**src/rtl/regfile_pkg.sv**
```systemverilog
// Shared constants and types for the register-file write bank and its read mux.
package regfile_pkg;

    localparam int unsigned NREG          = 8;
    localparam int unsigned ADDR_W        = 3;
    localparam int unsigned DEFAULT_WIDTH = 4;

    typedef enum logic [0:0] {
        IDLE  = 1'b0,
        CLEAR = 1'b1
    } bank_state_t;

endpackage

```
**src/rtl/regfile_wr_decode.sv**
```systemverilog
// 3-to-8 one-hot decoder with enable; all-zero output when disabled.
module regfile_wr_decode
    import regfile_pkg::*;
(
    input  logic              en_i,
    input  logic [ADDR_W-1:0] addr_i,
    output logic [NREG-1:0]   onehot_c
);

    always_comb begin
        onehot_c = '0;
        if (en_i) begin
            onehot_c[addr_i] = 1'b1;
        end
    end

endmodule

```
**src/rtl/regfile_write_bank.sv**
```systemverilog
// 8-entry register bank: valid/ready write port, 8-cycle clear sweep, per-entry
// written-since-clear flags, all entries driven in parallel to the read mux.
module regfile_write_bank
    import regfile_pkg::*;
#(
    parameter int unsigned      WIDTH     = DEFAULT_WIDTH,
    parameter logic [WIDTH-1:0] CLR_VALUE = '0
) (
    input  logic             clk,
    input  logic             rst_n,
    input  logic             wr_valid,
    output logic             wr_ready,
    input  logic [2:0]       wr_addr,
    input  logic [WIDTH-1:0] wr_data,
    input  logic             clr_req,
    output logic             busy,
    output logic             clr_done,
    output logic [7:0]       reg_valid,
    output logic [WIDTH-1:0] q0,
    output logic [WIDTH-1:0] q1,
    output logic [WIDTH-1:0] q2,
    output logic [WIDTH-1:0] q3,
    output logic [WIDTH-1:0] q4,
    output logic [WIDTH-1:0] q5,
    output logic [WIDTH-1:0] q6,
    output logic [WIDTH-1:0] q7
);

    localparam logic [ADDR_W-1:0] LAST_PTR = ADDR_W'(NREG - 1);

    bank_state_t       state_q, state_d;
    logic [ADDR_W-1:0] ptr_q, ptr_d;
    logic              clr_done_q, clr_done_d;
    logic [WIDTH-1:0]  mem_q [NREG];
    logic [WIDTH-1:0]  mem_d [NREG];
    logic [NREG-1:0]   valid_q, valid_d;
    logic [NREG-1:0]   wr_hot, clr_hot;
    logic              wr_fire;
    logic              sweeping;

    assign sweeping = (state_q == CLEAR);
    assign wr_ready = (state_q == IDLE);
    assign wr_fire  = wr_valid & wr_ready;

    regfile_wr_decode u_wr_dec (
        .en_i     (wr_fire),
        .addr_i   (wr_addr),
        .onehot_c (wr_hot)
    );

    regfile_wr_decode u_clr_dec (
        .en_i     (sweeping),
        .addr_i   (ptr_q),
        .onehot_c (clr_hot)
    );

    // Sweep controller
    always_comb begin
        state_d    = state_q;
        ptr_d      = ptr_q;
        clr_done_d = 1'b0;
        case (state_q)
            IDLE: begin
                if (clr_req) begin
                    state_d = CLEAR;
                    ptr_d   = '0;
                end
            end
            CLEAR: begin
                if (ptr_q == LAST_PTR) begin
                    state_d    = IDLE;
                    ptr_d      = '0;
                    clr_done_d = 1'b1;
                end else begin
                    ptr_d = ptr_q + ADDR_W'(1);
                end
            end
            default: begin
                state_d = IDLE;
                ptr_d   = '0;
            end
        endcase
    end

    // Per-entry update; the sweep wins over a write to the same entry
    always_comb begin
        valid_d = valid_q;
        for (int i = 0; i < NREG; i++) begin
            mem_d[i] = mem_q[i];
            if (clr_hot[i]) begin
                mem_d[i]   = CLR_VALUE;
                valid_d[i] = 1'b0;
            end else if (wr_hot[i]) begin
                mem_d[i]   = wr_data;
                valid_d[i] = 1'b1;
            end
        end
    end

    always_ff @(posedge clk or negedge rst_n) begin
        if (!rst_n) begin
            state_q    <= IDLE;
            ptr_q      <= '0;
            clr_done_q <= 1'b0;
            valid_q    <= '0;
            for (int i = 0; i < NREG; i++) begin
                mem_q[i] <= '0;
            end
        end else begin
            state_q    <= state_d;
            ptr_q      <= ptr_d;
            clr_done_q <= clr_done_d;
            valid_q    <= valid_d;
            for (int i = 0; i < NREG; i++) begin
                mem_q[i] <= mem_d[i];
            end
        end
    end

    assign busy      = sweeping;
    assign clr_done  = clr_done_q;
    assign reg_valid = valid_q;
    assign q0        = mem_q[0];
    assign q1        = mem_q[1];
    assign q2        = mem_q[2];
    assign q3        = mem_q[3];
    assign q4        = mem_q[4];
    assign q5        = mem_q[5];
    assign q6        = mem_q[6];
    assign q7        = mem_q[7];

endmodule
```
**config.mk**
```make
export PLATFORM = sky130hd
export DESIGN_NAME = regfile_write_bank
export DESIGN_NICKNAME = d
export VERILOG_FILES = /design/src/rtl/regfile_pkg.sv /design/src/rtl/regfile_wr_decode.sv /design/src/rtl/regfile_write_bank.sv
export SDC_FILE = /design/constraint.sdc
export NUM_CORES = 1
export LEC_CHECK = 0
export CORE_MARGIN = 10
export CORE_UTILIZATION = 51
export CTS_CLUSTER_SIZE = 20
export DETAILED_ROUTE_END_ITERATION = 7
export PLACE_DENSITY = 0.9
export SYNTH_ARGS = -nofsm -noshare
export SYNTH_HDL_FRONTEND = slang
export SYNTH_SLANG_ARGS = --single-unit
```
**constraint.sdc**
```tcl
create_clock -name clk -period 2.2 [get_ports clk]
set_input_delay 0.44 -clock clk [delete_from_list [all_inputs] [get_ports clk]]
set_output_delay 0.44 -clock clk [all_outputs]
set_load 0.02 [all_outputs]
```
==> results.md, run 1 <==
- Ports: 54
- Port bufs: 53
- Multiplexer share of the synthesized area: 0.0623
- Cells after Synth: 186
- # DRC: 0
- Dpl ws: 0.360 ns
- Worst slew margin: 0.635
- CTS H-tree depth: 2
- Post-Syn Area: 1930 um^2
- Grt ovf: 0
- Share of cells above drive strength 1: 0.0691
- Hold buffers post-CTS: 0
- Kind of critical path: flop to output port
- Die ar.: 6640 um^2
- Layout area overhead: 35.4%
- Syn avg cell area: 10.4 um^2
- Post-synth net total: 199
- First-pass GRT wire length: 7680 um
- Compound-gate portion of the synthesized area: 0.0863
- Post-layout min period: 1.87 ns
- Dpl cells: 286
- Main combinational cell family by area after synthesis: simple AND/OR/NAND/NOR gates
- Worst-Skew Late Latency: 0.31 ns
- Post-route ant nets: 0
- Post-DP HPWL: 3630 um
- Main area contributors after synthesis: dfrtp_1 58%, nand2_1 8.2%, mux2i_1 6.2%
- Setup WS post-layout: 0.333 ns
- Largest net degree at the start of global routing: 46
- Critical Path Sink Type: output port
- Via Count: 1582
- Clk slew on worst S/H paths: 0.08 ns
- FF+latch area: 1130 um^2
- Diode count: 0
- Setup violations, final: 0
- Fillers: 278
- Clk_skew: 0.00350 ns
- RR Endpoint: q0[2]
- FMAX: 536 MHz
- CTS tree: yes
- Total wire length: 4760 um
- Leak: 1.20 nW
- Pwr Density: 1370 nW/um^2
- Die Ht: 81.5 um
- Final std cells w/o fill: 294
- CP startpoint kind: flop
- Yosys cell types: 23
- CP required: 1.76 ns
- Routed wire per std cell: 16.2 um
- Setup Buffers After CTS: 0
- Clk root buf: clkbuf_8
- Design Power: 3.58 mW
- Status: completed
- Reg2Reg Depth: 4
- Adder-cell area share of the yosys netlist: 0.0130
- HP Class: input port to asynchronous set/reset pin
- Final Max Tran Viols: 0
- Commonest non-fill, non-tap cell in the layout: clkdlybuf4s50_1
- Part of the Yosys area used for sequential elements: 0.584
- Row cnt: 22
- Die width: 81.5 um
- Number of global-route vias before repair: 1606
- Max IR drop VDD: 0.924 mV
- Worst-Margin Slew: 0.548 ns
- Synth warn: 0
- Initial Utilization: 0.527
- Reg2reg start: busy
- Most frequent cells in the layout: 52 x clkdlybuf4s50_1, 45 x dfrtp_1, 42 x nand2_1, 20 x nand3_1, 15 x o21ai_0
- Fin util: 0.714
- TritonRoute pass-1 iters: 4
- First-iteration detailed-routing DRC count: 119
- Reg2reg setup slack: 0.72 ns
- Multi-input logic area: 747 um^2
- Nets: 258
- Synth Area in XOR/XNOR: 0
- DR vias/cell: 5.38
- Number of CTS-inserted buffers: 5
- Worst Path Max Fanout: 3
- RSZ-0062 raised after global routing: no
- Total of max-cap violations: 0
- Crit path DAT: 1.43 ns
- Final worst-path cycle share: 0.849
- Synth Area in Simple Gates: 0.226
- FF+latch count, synth: 45
- GRT Overall Usage: 0.149
- Routability cong.: 0.816
- Core region area: 3660 um^2
- Setup_tns: 0 ns
- Clock sinks: 45
- Hold Fails Final Rpt: 0
- Synth top area share: 0.584
- Gates resized, CTS repair: 0
- Initial antenna violation count: 0
- Cell taking the most area after synthesis: dfrtp_1
- Max Root-Sink Buffers: 2
-- synth_stat cells (all sizes together) --
master and number:
nand4b 3, nor2b 1, nor2 1, and3b 2, and4 1, nand3 20, mux2i 12, nand4bb 3
inv 6, dfrtp 45, buf 6, ha 2, clkbuf 1, nand2b 1, or4b 1, o21ai 23
and2 6, o22ai 1, nand4 2, nor3b 1, nand2 42, o21a 6
-- worst max path at each step --
stage                        start  endpoint  slack [ns]  cells past startpoint
after global placement    wr_valid     q4[1]        0.39                      4
after CTS                     busy  wr_ready        0.32                      2
after detailed placement  wr_valid     q4[1]        0.36                      4
final                         busy  wr_ready        0.33                      2
after global routing          busy  wr_ready        0.28                      2
after floorplan               busy  wr_ready        0.85                      2
-- worst max-delay path: stages, from the launching register on --
cell and delay, ns:
dfrtp_1 0.41, inv_1 0.10, clkdlybuf4s50_1 0.61
-- sequential cells by signal, indices dropped and copies added, names as in the netlist, 4 cells and up --
register,cells
q2,4
q1,4
reg_valid,8
q3,4
q0,4
q6,4
q7,4
q4,4
q5,4
-- routing by layer --
metal | track usage | share of wire | vias up
met3 | 0.0753 | 0.12 | 7
met2 | 0.235 | 0.46 | 66
li1 | - | - | 755
met4 | 0.0467 | 0.012 | 0
met5 | 0 | 0 | -
met1 | 0.172 | 0.41 | 754
-- power by group --
part | switching (mW) | total (mW) | internal (mW)
clock | 0.284 | 0.503 | 0.219
combinational | 0.890 | 1.67 | 0.781
sequential | 0.245 | 1.40 | 1.16
total | 1.42 | 3.58 | 2.16
-- cells by family after synthesis --
group	after synthesis
flip-flops	45
multiplexers	12
buffers and inverters	13
AND/OR/NAND/NOR	84
AO/OA/AOI/OAI	30
adder cells (fa/ha/maj)	2
-- area by class of cell --
type | count | area share
clock inverter | 3 | 0.00670
timing repair buffer | 59 | 0.218
sequential | 45 | 0.431
clock buffer | 5 | 0.0263
multi-input combinational | 128 | 0.286
inverter | 6 | 0.00862
tap | 48 | 0.0230
-- metrics by stage --
| step | instance area (um^2) | hold slack [ns] |
|---|---|---|
| detailed placement | 2530 | 0.475 |
| floorplan | 1930 | 0.144 |
| finish | 2610 | 0.199 |
| global route | 2610 | 0.242 |
| CTS | 2610 | 0.222 |
| global placement | 2530 | 0.460 |
Power figures use the tool's default switching activity.
==> run 2: changes to the inputs <==
--- a/config.mk
+++ b/config.mk
@@ -6,10 +6,10 @@
 export NUM_CORES = 1
 export LEC_CHECK = 0
 export CORE_MARGIN = 10
-export CORE_UTILIZATION = 51
+export CORE_UTILIZATION = 42
 export CTS_CLUSTER_SIZE = 20
 export DETAILED_ROUTE_END_ITERATION = 7
-export PLACE_DENSITY = 0.9
+export PLACE_DENSITY = 0.8
 export SYNTH_ARGS = -nofsm -noshare
 export SYNTH_HDL_FRONTEND = slang
 export SYNTH_SLANG_ARGS = --single-unit
==> constraint.sdc (replaced) <==
create_clock -name clk -period 1.7 [get_ports clk]
set_input_delay 0.34 -clock clk [delete_from_list [all_inputs] [get_ports clk]]
set_output_delay 0.34 -clock clk [all_outputs]
set_load 0.02 [all_outputs]
==> run 2 against run 1 <==
Routed wire length is 6.1% higher. First-iteration DRC count is 34% lower. Clock skew is 0.0076 ns higher. Global-route usage is 1.3 points lower. Worst setup slack worse by 0.27 ns. Hold slack better by 0.30 ns. Design area is 3.0% higher. Clock power is 27% higher.
==> results.md, run 2 (same netlist as run 1, synthesis figures left out) <==
- Status: completed (unchanged)
- Delay of the slowest critical-path stage: 0.61 ns (about the same)
- Clk slew on worst S/H paths: 0.09 ns (was 0.08 ns)
- Nets: 266 (was 258)
- Core region area: 4410 um^2 (was 3660 um^2)
- Post-route cell area: 2690 um^2 (was 2610 um^2)
- Final worst-path cycle share: 0.963
- Ports: 54 (unchanged)
- Pwr Density: 1730 nW/um^2 (was 1370 nW/um^2)
- CTS H-tree depth: 2 (unchanged)
- Reg2reg setup slack: 0.23 ns (was 0.72 ns)
- Multi-input logic area: 747 um^2 (unchanged)
- Crit. Startpoint: q7[2] (was busy)
- Die ar.: 7700 um^2 (was 6640 um^2)
- Dominant delay contributor by cell family on the critical path: buffers and inverters (unchanged)
- Reg2reg start: busy (unchanged)
- Kind of critical path: flop to output port (unchanged)
- Dpl cells: 297 (was 286)
- Initial antenna violation count: 0 (unchanged)
- Routability cong.: 0.801 (was 0.816)
- TritonRoute pass-1 iters: 4 (unchanged)
- First-iteration detailed-routing DRC count: 78 (was 119)
- Total wire length: 5050 um (was 4760 um)
- Largest net degree at the start of global routing: 28 (was 46)
- Initial Utilization: 0.437 (was 0.527)
- Worst Path Max Fanout: 2 (was 3)
- Post-route ant nets: 0 (unchanged)
- Depth of the worst hold-timing path: 2
- # DRC: 0 (unchanged)
- Die width: 87.8 um (was 81.5 um)
- Row cnt: 24 (was 22)
- HP Class: flop to flop (was input port to asynchronous set/reset pin)
- Clk_skew: 0.0111 ns (was 0.00350 ns)
- Final std cells w/o fill: 306 (was 294)
- Crit path cell chain: clkdlybuf4s50_1 (was inv_1, clkdlybuf4s50_1)
- Hold Fails Final Rpt: 0 (unchanged)
- DR vias/cell: 5.30 (was 5.38)
- CTS tree: yes (unchanged)
- Critical Path Sink Type: output port (unchanged)
- GRT Overall Usage: 0.136 (was 0.149)
- Worst-Margin Slew: 0.463 ns (was 0.548 ns)
- Die Ht: 87.8 um (was 81.5 um)
- Final Max Tran Viols: 0 (unchanged)
- Share of cells above drive strength 1: 0.0945 (was 0.0691)
- Post-DP HPWL: 3830 um (was 3630 um)
- First-pass GRT wire length: 8160 um (was 7680 um)
- Slowest CP cell: clkdlybuf4s50_1 (unchanged)
- Total of max-cap violations: 0 (unchanged)
- RR Endpoint: q0[2] (unchanged)
- Leak: 1.25 nW (was 1.20 nW)
- Setup_tns: 0 ns (unchanged)
- Port bufs: 53 (unchanged)
- Fillers: 370 (was 278)
- Routed wire per std cell: 16.5 um (was 16.2 um)
- Commonest non-fill, non-tap cell in the layout: clkdlybuf4s50_1 (unchanged)
- Fin util: 0.610 (was 0.714)
- Most frequent cells in the layout: 51 x clkdlybuf4s50_1, 45 x dfrtp_1, 42 x nand2_1, 20 x nand3_1, 15 x o21ai_0 (was 52 x clkdlybuf4s50_1, 45 x dfrtp_1, 42 x nand2_1, 20 x nand3_1, 15 x o21ai_0)
- Number of CTS-inserted buffers: 5 (unchanged)
- Reg2Reg Depth: 4 (unchanged)
- Worst slew margin: 0.691 (was 0.635)
- Grt ovf: 0 (unchanged)
- Dpl cell area: 2600 um^2 (was 2530 um^2)
- Post-layout min period: 1.64 ns
- HP Start: reg_valid[3]
- Layout area overhead: 39.5% (was 35.4%)
- Clock sinks: 45 (unchanged)
- Setup violations, final: 0 (unchanged)
- RSZ-0062 raised after global routing: no (unchanged)
- Hold Path End: reg_valid[3]
- CP startpoint kind: flop (unchanged)
- FMAX: 611 MHz
- FF+latch area: 1130 um^2 (unchanged)
- CP required: 1.36 ns (was 1.76 ns)
- Max Root-Sink Buffers: 2 (unchanged)
- Largest register FFs: 8 (unchanged)
- Clk root buf: clkbuf_8 (unchanged)
- Critical path buffers and inverters: 1 (was 2)
- Max IR drop VDD: 0.712 mV (was 0.924 mV)
- Number of global-route vias before repair: 1644 (was 1606)
- Setup WS post-layout: 0.0624 ns (was 0.333 ns)
- Crit path DAT: 1.30 ns (was 1.43 ns)
- Diode count: 0 (unchanged)
- Via Count: 1622 (was 1582)
- Worst-Skew Late Latency: 0.30 ns (was 0.31 ns)
- Dpl ws: -0.0303 ns (was 0.360 ns)
## run 2: per-layer routing
metal | vias to the layer above | track usage | routed length, um | share of wire
li1 | 772 | - | - | -
met3 | 6 | 0.0678 | 560 | 0.11
met5 | - | 0 | 0 | 0
met1 | 790 | 0.153 | 2040 | 0.40
met2 | 54 | 0.220 | 2390 | 0.47
met4 | 0 | 0.0435 | 61 | 0.012
## run 2: timing repair
action	CTS	global route
endpoints found under the hold margin	18	0
buffers inserted	0	0
setup endpoints to repair	1	0
hold buffers	1	0
resized for setup	1	0
## run 2: cell type report
cell class              count  area share
flip-flops and latches     45       0.418
multi-input cells         128       0.278
clock buffers               5      0.0256
clock inverters             3     0.00651
repair buffers             67       0.239
well taps                  52      0.0242
inverters                   6     0.00837
## run 2: power by group
group | total (mW) | internal (mW) | switching (mW)
Combinational | 2.26 | 1.05 | 1.20
Clock | 0.641 | 0.284 | 0.358
Sequential | 1.77 | 1.50 | 0.268
Total | 4.66 | 2.83 | 1.83
## run 2: worst register-to-register path: stages, from the launching register on
cell and delay [ns]:
dfrtp_1 0.37, buf_4 0.21, or4b_1 0.58, nand2_1 0.12
o21ai_1 0.06
## run 2: per-stage QoR
stage	hold slack, ns	total power [mW]
3_3_place_gp	0.307	4.01
5_1_grt	0.527	5.00
2_1_floorplan	0.0444	2.88
4_1_cts	0.501	4.72
3_5_place_dp	0.319	4.08
6_report	0.494	4.66
## run 2: worst max path at each step
| stage | endpoint | slack (ns) | cells after the start |
|---|---|---|---|
| 6_report | q7[2] | 0.06 | 1 |
| 5_1_grt | busy | 0.002 | 1 |
| 4_1_cts | busy | 0.05 | 1 |
| 3_5_place_dp | q7[3] | -0.03 | 4 |
| 3_3_place_gp | q7[1] | 0.007 | 4 |
| 2_1_floorplan | q0[0] | 0.36 | 3 |
==> variant (settings of run 2) <==
Set the package constant `DEFAULT_WIDTH` to 3 (it was 4).
--- a/src/rtl/regfile_pkg.sv
+++ b/src/rtl/regfile_pkg.sv
@@ -5,3 +5,3 @@
     localparam int unsigned ADDR_W        = 3;
-    localparam int unsigned DEFAULT_WIDTH = 4;
+    localparam int unsigned DEFAULT_WIDTH = 3;
 
Interface: changed (9 resized); port bits go from 54 to 45. No check against the original RTL was run, so the function may have changed too.
==> variant against run 2 <==
- total power fell by 17%
- wire length fell by 19%
- critical path type unchanged
- critical path depth did not move
- setup slack improved by 0.026 ns
- count of clock-buffer cells in the layout rose by 3
- sequential share of layout area fell by 0.64 points
- synthesized area fell by 16%
- sequential cell count fell by 8
- largest cell class unchanged
- global-route usage barely moved
- combinational power fell by 21%
- cell area fell by 17%
- sequential power fell by 15%
==> variant: results (changes against run 2) <==
| Metric | Value |
|---|---|
| Post-synth top cells | `37 x dfrtp_1, 29 x nand2_1, 27 x o21ai_0 (was 45 x dfrtp_1, 42 x nand2_1, 20 x nand3_1)` |
| Fill cell count | `326 (was 370)` |
| R2R Setup Slk | `0.30 ns (was 0.23 ns)` |
| Mapped Avg Cell Area | `9.91 sq um (was 10.4 sq um)` |
| WL met1 | `1710 um (was 2040 um)` |
| Fin nets | `228 (was 266)` |
| Post-synthesis mux area share | `0% (was 6.23%)` |
| Layout Skew | `0.00294 ns (was 0.0111 ns)` |
| Peak VDD IR | `0.800 mV (was 0.712 mV)` |
| Layout Cells excl Fill | `265 (was 306)` |
| Detail Route met2 WL | `1840 um (was 2390 um)` |
| Top Family by Delay on Critical Path | `buffers and inverters (unchanged)` |
| Initial DRC Count | `116 (was 78)` |
| Post-Syn Nets | `176 (was 199)` |
| Crit Reg-Reg Endpoint | `q0[0] (was q0[2])` |
| Status | `completed (unchanged)` |
| Crit path from | `q2[0] (was q7[2])` |
| Global-route wire length before repair | `7090 um (was 8160 um)` |
| Pre-antenna DRT Iters | `4 (unchanged)` |
| Layout cell share with drive strength beyond 1 | `8.76% (was 9.45%)` |
| Register area share after synthesis | `57.0% (was 58.4%)` |
| Met3 GRT Util | `6.26% (was 6.78%)` |
| Worst-margin pin slew | `0.498 ns (was 0.463 ns)` |
| Placed cell area | `2160 sq um (was 2600 sq um)` |
| Largest net degree at the start of global routing | `38 (was 28)` |
| IO buf count | `44 (was 53)` |
| Setup ws final | `0.0882 ns (was 0.0624 ns)` |
| Total CTS buffers | `5 (unchanged)` |
| Area share of fa/ha/maj cells after synthesis | `1.54% (was 1.30%)` |
| All-Layer GR Usage | `13.5% (was 13.6%)` |
| Post-synthesis cell type count | `22 (was 23)` |
| Leakage | `0.000970 uW (was 0.00125 uW)` |
| Clock transition at the registers of the reported paths | `0.07 ns (was 0.09 ns)` |
| Routability cong. | `0.799 (was 0.801)` |
| Arrival time of the worst setup path | `1.27 ns (was 1.30 ns)` |
| DR WL met3 | `458 um (was 560 um)` |
| Worst hold path class | `in2async (was reg2reg)` |
| Dpl hpwl | `3040 um (was 3830 um)` |
| Worst Setup EP | `q2[0] (was q7[2])` |
| Drt wl/cell | `15.4 um (was 16.5 um)` |
| Pre-CTS WS | `-0.219 ns (was -0.0303 ns)` |
| Top post-synthesis cells by area | `dfrtp_1 57%, o21ai_0 8.3%, nand3_1 6.8% (was dfrtp_1 58%, nand2_1 8.2%, mux2i_1 6.2%)` |
| Hold_ws | `0.478 ns (was 0.494 ns)` |
==> variant: cell count changes in the layout (fill, tap and decap cells not counted), moves of 2 or more <==
cell,run 2,this run
and2_1,6,9
clkbuf_1,0,3
clkdlybuf4s50_1,51,42
clkinv_2,2,0
dfrtp_1,45,37
inv_1,6,2
mux2i_1,12,0
nand2_1,42,29
nand3_1,20,22
o21a_1,6,8
o21ai_0,15,27
o21ai_1,8,0
==> variant: where the power goes <==
| group | internal [uW] | total (uW) | switching (uW) |
|---|---|---|---|
| sequential | 1240 | 1510 | 272 |
| combinational | 854 | 1780 | 925 |
| clock | 291 | 590 | 299 |
| total | 2380 | 3880 | 1500 |
==> variant: layout make-up <==
type | count | area [sq um] | area share, %
sequential | 37 | 926 | 41.2
tap | 48 | 60.1 | 2.67
timing repair buffer | 55 | 524 | 23.3
inverter | 2 | 7.51 | 0.334
clock buffer | 8 | 80.1 | 3.56
multi-input combinational | 115 | 649 | 28.9
